**src/rtl/ps2_kbd_ascii.sv**
```systemverilog
// PS/2 keyboard receiver with scan-code set 2 make/break decoding to an ASCII "held key" bus.
// Also provides the last raw byte, a new-key strobe and a sticky framing-error flag.
module ps2_kbd_ascii #(
    parameter int TIMEOUT     = 50000,
    parameter int SYNC_STAGES = 2
) (
    input  logic       clk,
    input  logic       rst_n,
    input  logic       ps2_clk,
    input  logic       ps2_data,
    output logic [7:0] kbdata,
    output logic       key_pulse,
    output logic [7:0] scan_code,
    output logic       frame_err
);
    localparam int TW = $clog2(TIMEOUT + 1);
    localparam logic [TW-1:0] TO_MAX = TW'(TIMEOUT - 1);
    localparam logic [TW-1:0] TO_ONE = TW'(1);

    typedef enum logic [1:0] {IDLE, SHIFT, PARITY, STOP} rx_state_t;

    rx_state_t              state_q;
    logic [SYNC_STAGES-1:0] clk_sync_q;
    logic [SYNC_STAGES-1:0] data_sync_q;
    logic                   clk_prev_q;
    logic [3:0]             n_q;
    logic [7:0]             shift_q;
    logic                   par_q;
    logic [TW-1:0]          to_cnt_q;
    logic                   err_q;
    logic [7:0]             kbdata_q, kbdata_d;
    logic                   key_pulse_q, key_pulse_d;
    logic [7:0]             scan_code_q, scan_code_d;
    logic                   brk_q, brk_d;
    logic                   ext_q, ext_d;
    logic                   clk_s, data_s, fall_s, par_ok_s, accept_s;
    logic [7:0]             mapped_s;

    function automatic logic [7:0] scan_to_ascii(input logic [7:0] sc);
        case (sc)
            8'h1C: scan_to_ascii = 8'h41;  8'h32: scan_to_ascii = 8'h42;
            8'h21: scan_to_ascii = 8'h43;  8'h23: scan_to_ascii = 8'h44;
            8'h24: scan_to_ascii = 8'h45;  8'h2B: scan_to_ascii = 8'h46;
            8'h34: scan_to_ascii = 8'h47;  8'h33: scan_to_ascii = 8'h48;
            8'h43: scan_to_ascii = 8'h49;  8'h3B: scan_to_ascii = 8'h4A;
            8'h42: scan_to_ascii = 8'h4B;  8'h4B: scan_to_ascii = 8'h4C;
            8'h3A: scan_to_ascii = 8'h4D;  8'h31: scan_to_ascii = 8'h4E;
            8'h44: scan_to_ascii = 8'h4F;  8'h4D: scan_to_ascii = 8'h50;
            8'h15: scan_to_ascii = 8'h51;  8'h2D: scan_to_ascii = 8'h52;
            8'h1B: scan_to_ascii = 8'h53;  8'h2C: scan_to_ascii = 8'h54;
            8'h3C: scan_to_ascii = 8'h55;  8'h2A: scan_to_ascii = 8'h56;
            8'h1D: scan_to_ascii = 8'h57;  8'h22: scan_to_ascii = 8'h58;
            8'h35: scan_to_ascii = 8'h59;  8'h1A: scan_to_ascii = 8'h5A;
            8'h45: scan_to_ascii = 8'h30;  8'h16: scan_to_ascii = 8'h31;
            8'h1E: scan_to_ascii = 8'h32;  8'h26: scan_to_ascii = 8'h33;
            8'h25: scan_to_ascii = 8'h34;  8'h2E: scan_to_ascii = 8'h35;
            8'h36: scan_to_ascii = 8'h36;  8'h3D: scan_to_ascii = 8'h37;
            8'h3E: scan_to_ascii = 8'h38;  8'h46: scan_to_ascii = 8'h39;
            8'h29: scan_to_ascii = 8'h20;  8'h5A: scan_to_ascii = 8'h0D;
            default: scan_to_ascii = 8'h00;
        endcase
    endfunction

    assign clk_s    = clk_sync_q[SYNC_STAGES-1];
    assign data_s   = data_sync_q[SYNC_STAGES-1];
    assign fall_s   = clk_prev_q & ~clk_s;
    assign par_ok_s = ^{shift_q, par_q};
    assign accept_s = fall_s && (state_q == STOP) && data_s && par_ok_s;

    // Input synchronisers, frame receiver FSM, idle timeout and sticky error flag.
    always_ff @(posedge clk) begin
        if (!rst_n) begin
            clk_sync_q  <= {SYNC_STAGES{1'b1}};
            data_sync_q <= {SYNC_STAGES{1'b1}};
            clk_prev_q  <= 1'b1;
            state_q     <= IDLE;
            n_q         <= 4'd0;
            shift_q     <= 8'h00;
            par_q       <= 1'b0;
            to_cnt_q    <= '0;
            err_q       <= 1'b0;
        end else begin
            clk_sync_q  <= {clk_sync_q[SYNC_STAGES-2:0], ps2_clk};
            data_sync_q <= {data_sync_q[SYNC_STAGES-2:0], ps2_data};
            clk_prev_q  <= clk_s;
            if (fall_s) begin
                to_cnt_q <= '0;
                case (state_q)
                    IDLE: begin
                        if (!data_s) begin
                            state_q <= SHIFT;
                            n_q     <= 4'd0;
                        end else begin
                            err_q   <= 1'b1;
                        end
                    end
                    SHIFT: begin
                        shift_q <= {data_s, shift_q[7:1]};
                        n_q     <= n_q + 4'd1;
                        if (n_q == 4'd7) begin
                            state_q <= PARITY;
                        end
                    end
                    PARITY: begin
                        par_q   <= data_s;
                        state_q <= STOP;
                    end
                    STOP: begin
                        if (!(data_s && par_ok_s)) begin
                            err_q <= 1'b1;
                        end
                        state_q <= IDLE;
                    end
                    default: state_q <= IDLE;
                endcase
            end else if (state_q != IDLE) begin
                // A stalled partial frame is dropped silently; the error flag is left alone.
                if (to_cnt_q == TO_MAX) begin
                    state_q  <= IDLE;
                    to_cnt_q <= '0;
                end else begin
                    to_cnt_q <= to_cnt_q + TO_ONE;
                end
            end else begin
                to_cnt_q <= '0;
            end
        end
    end

    // Make/break decoder; extended-prefixed keys map to 0 but still consume the flags.
    always_comb begin
        kbdata_d    = kbdata_q;
        key_pulse_d = 1'b0;
        scan_code_d = scan_code_q;
        brk_d       = brk_q;
        ext_d       = ext_q;
        mapped_s    = ext_q ? 8'h00 : scan_to_ascii(shift_q);
        if (accept_s) begin
            scan_code_d = shift_q;
            if (shift_q == 8'hF0) begin
                brk_d = 1'b1;
            end else if (shift_q == 8'hE0) begin
                ext_d = 1'b1;
            end else begin
                if (brk_q) begin
                    if (mapped_s == kbdata_q) begin
                        kbdata_d = 8'h00;
                    end else begin
                        kbdata_d = kbdata_q;
                    end
                end else begin
                    kbdata_d    = mapped_s;
                    key_pulse_d = (mapped_s != 8'h00);
                end
                brk_d = 1'b0;
                ext_d = 1'b0;
            end
        end else begin
            kbdata_d = kbdata_q;
        end
    end

    // Decoder state and registered outputs.
    always_ff @(posedge clk) begin
        if (!rst_n) begin
            kbdata_q    <= 8'h00;
            key_pulse_q <= 1'b0;
            scan_code_q <= 8'h00;
            brk_q       <= 1'b0;
            ext_q       <= 1'b0;
        end else begin
            kbdata_q    <= kbdata_d;
            key_pulse_q <= key_pulse_d;
            scan_code_q <= scan_code_d;
            brk_q       <= brk_d;
            ext_q       <= ext_d;
        end
    end

    assign kbdata    = kbdata_q;
    assign key_pulse = key_pulse_q;
    assign scan_code = scan_code_q;
    assign frame_err = err_q;

endmodule
```
**config.mk**
```make
export PLATFORM = sky130hd
export DESIGN_NAME = ps2_kbd_ascii
export DESIGN_NICKNAME = d
export VERILOG_FILES = /design/src/rtl/ps2_kbd_ascii.sv
export SDC_FILE = /design/constraint.sdc
export NUM_CORES = 1
export LEC_CHECK = 0
export ABC_CLOCK_PERIOD_IN_PS = 3390
export CAP_MARGIN = 20
export CORE_AREA = 2 2 121 99
export CTS_BUF_LIST = sky130_fd_sc_hd__clkbuf_8
export DETAILED_ROUTE_END_ITERATION = 12
export DIE_AREA = 0 0 123 101
export DONT_BUFFER_PORTS = 1
export GPL_TIMING_DRIVEN = 0
export HOLD_SLACK_MARGIN = 0.05
export PLACE_DENSITY = 0.55
export SYNTH_ARGS = -nofsm -noshare
export SYNTH_HDL_FRONTEND = slang
export SYNTH_SLANG_ARGS = --single-unit
```
**constraint.sdc**
```tcl
create_clock -name clk -period 3.39 [get_ports clk]
set_clock_uncertainty 0.15 [all_clocks]
set_input_delay 0.8475 -clock clk [delete_from_list [all_inputs] [get_ports clk]]
set_output_delay 0.8475 -clock clk [all_outputs]
set_load 0.01 [all_outputs]
```
==> impl_metrics.json <==
{
  "critPathMaxFanout": 10,
  "via_per_inst": 5.40,
  "grt_antenna_before_repair": 2,
  "dp_hpwl_um": 7470,
  "pwr-share-comb": 0.024,
  "power.internal_mw": 1.02,
  "dp.cells": 632,
  "syn-num-nets": 500,
  "tightest_slew_ns": 0.928,
  "ys_seq_area_frac": 0.321,
  "cts_tree": "yes",
  "wl_um": 10300,
  "drtPass1Iterations": 5,
  "power_leakage_nw": 1.43,
  "netSwitchingPower_uw": 312,
  "fin_setup_tns_ns": 0,
  "fin_total_pwr_mw": 1.33,
  "grt_pass1_wl_um": 16600,
  "h-tree-depth": 3,
  "max_slew_margin": 0.380,
  "async_reset_ff_frac": 0,
  "vias": 3506,
  "netSwitchingFraction": 0.235,
  "layout_setup_ws_ns": 0.196,
  "setup_viol": 0,
  "layout-drive-gt1-share": 0.0842,
  "die_x_um": 123,
  "synth_cells": 484,
  "synthesis.area_um2": 3860,
  "start_util": 0.342,
  "seqPwrFrac": 0.552,
  "layout_common_cells": "dfxtp_1, nand2_1, nor2_1",
  "yosysUniqueCellTypes": 66,
  "drc_errors": 0,
  "power_density_nw_per_um2": 311,
  "core-area_um2": 11300,
  "ir_drop_uv": 185,
  "fillCellCount": 1144,
  "synth_flop_cell": "dfxtp_1",
  "port-buffer-count": 0,
  "path_class": "register to register",
  "synth_seq_cells": 62,
  "grt_overflow_total": 0,
  "grt_max_degree": 11,
  "root_buffer": "clkbuf_8",
  "placed_area_um2": 4050,
  "die_h_um": 101,
  "synth_edf_count": 0,
  "final_cell_area_um2": 4280,
  "antenna_left": 0,
  "tritoncts.num_buffers": 9,
  "syn2layout_area_growth_pct": 10.8,
  "finalCritPeriodShare": 0.942,
  "gp_congestion": 0.921,
  "hold_ws_ns": 0.256,
  "hp-class": "register to register",
  "rows": 35,
  "clock-sinks": 62,
  "outcome": "finished, final reports clean",
  "endpoint_kind": "register",
  "required_ns": 3.48,
  "nets": 510,
  "yosys_warnings": 0,
  "fin_crit_ns": 3.19,
  "clk-insertion-delay-late_ns": 0.35,
  "hold_violations": 0,
  "fin_util": 0.379,
  "grtUsageTotal": 0.171,
  "p_clk_frac": 0.424,
  "cts_setup_buffers": 0,
  "ios": 22,
  "drv_cap": 0,
  "max_freq_mhz": 313,
  "avgSynthCellArea_um2": 7.98,
  "place_ws_ns": -0.497,
  "clkTransAtPathRegs_ns": 0.07,
  "drtIter0Drc": 425,
  "maxSlewViolCount": 0,
  "final_cells": 649,
  "clk_path_buf_depth": 2,
  "die-area_um2": 12400,
  "cp.arrival_ns": 3.29,
  "layout_commonest_cell": "dfxtp_1",
  "startpoint_type": "register",
  "grt_pass1_vias": 3187,
  "postCtsHoldBufs": 0,
  "wl_per_cell_um": 15.9
}
## cells by family after synthesis
| logic type | synth area share |
|---|---|
| xor+xnor | 0.0787 |
| other cells | 0.000971 |
| simple gates | 0.266 |
| buf+inv | 0.0509 |
| flops | 0.321 |
| mux | 0.0622 |
| fa+ha+maj | 0.0389 |
| compound gates | 0.181 |
## synthesized netlist by cell type (3+ instances only)
cell type,number,area [um^2]
dfxtp_1,62,1240
nor2_1,45,169
nand3b_1,5,37.5
o31ai_1,4,30.0
a21oi_1,18,90.1
nand4_1,7,43.8
xnor2_1,13,114
clkbuf_1,22,82.6
xor2_1,13,114
a31oi_1,7,43.8
buf_2,7,35.0
nor4bb_1,3,30.0
nor2b_1,12,75.1
inv_1,13,48.8
nor3_1,7,35.0
o32ai_1,3,26.3
mux2i_1,24,240
nand3_1,21,105
o21ai_0,21,105
nand2_1,58,218
o221ai_1,3,26.3
a22oi_1,4,30.0
buf_1,3,11.3
and3_1,10,62.6
nand2b_1,19,119
o211ai_1,5,37.5
a21boi_0,7,52.6
a2111oi_0,3,26.3
o22ai_1,5,31.3
ha_1,12,150
## repair_timing
item                                    4_1_cts  5_1_grt
gates resized for setup                       5       15
pin swaps                                     0        2
endpoints found under the setup margin        7        7
## final timing paths
kind	from	to	slack (ns)	depth (start not counted)
worst max-delay path	shift_q[1]	register	0.20	11
worst min-delay path	clk_sync_q[0]	clk_sync_q[1]	0.26	1
worst max register to register	shift_q[1]	register	0.20	11
worst min register to register	clk_sync_q[0]	clk_sync_q[1]	0.26	1
## metal layers
metal	vias to the layer above	part of all wire	global-route usage
met3	16	0.058	0.0305
met4	0	0.016	0.0656
li1	1735	-	-
met1	1651	0.53	0.263
met5	-	0	0
met2	104	0.40	0.233
## cell type report
| class | count | area, um^2 | area share |
|---|---|---|---|
| antenna | 2 | 5.00 | 0.00117 |
| inverter | 16 | 60.1 | 0.0140 |
| tap | 148 | 185 | 0.0433 |
| clock buffer | 10 | 138 | 0.0322 |
| multi-input combinational | 373 | 2480 | 0.579 |
| clock inverter | 6 | 30.0 | 0.00702 |
| sequential | 62 | 1240 | 0.290 |
| buffer | 32 | 144 | 0.0336 |
## worst max-delay path, stage by stage (launching register included)
cell and delay [ns]:
dfxtp_1 0.34, clkbuf_1 0.42, buf_1 0.45, nand2_1 0.27, a21boi_4 0.28, inv_1 0.13, ha_1 0.34, inv_1 0.06
a32oi_1 0.05, a31oi_1 0.26, nor4_2 0.07, o31ai_1 0.27
## power by group through the flow
stage,Combinational [mW],Sequential [mW],Clock (mW)
2_1_floorplan,0.0218,0.750,0
3_3_place_gp,0.0300,0.751,0
6_report,0.0313,0.734,0.564
3_5_place_dp,0.0302,0.751,0
4_1_cts,0.0305,0.734,0.586
5_1_grt,0.0346,0.734,0.621
Note: power is estimated with default switching activity, not from simulation.
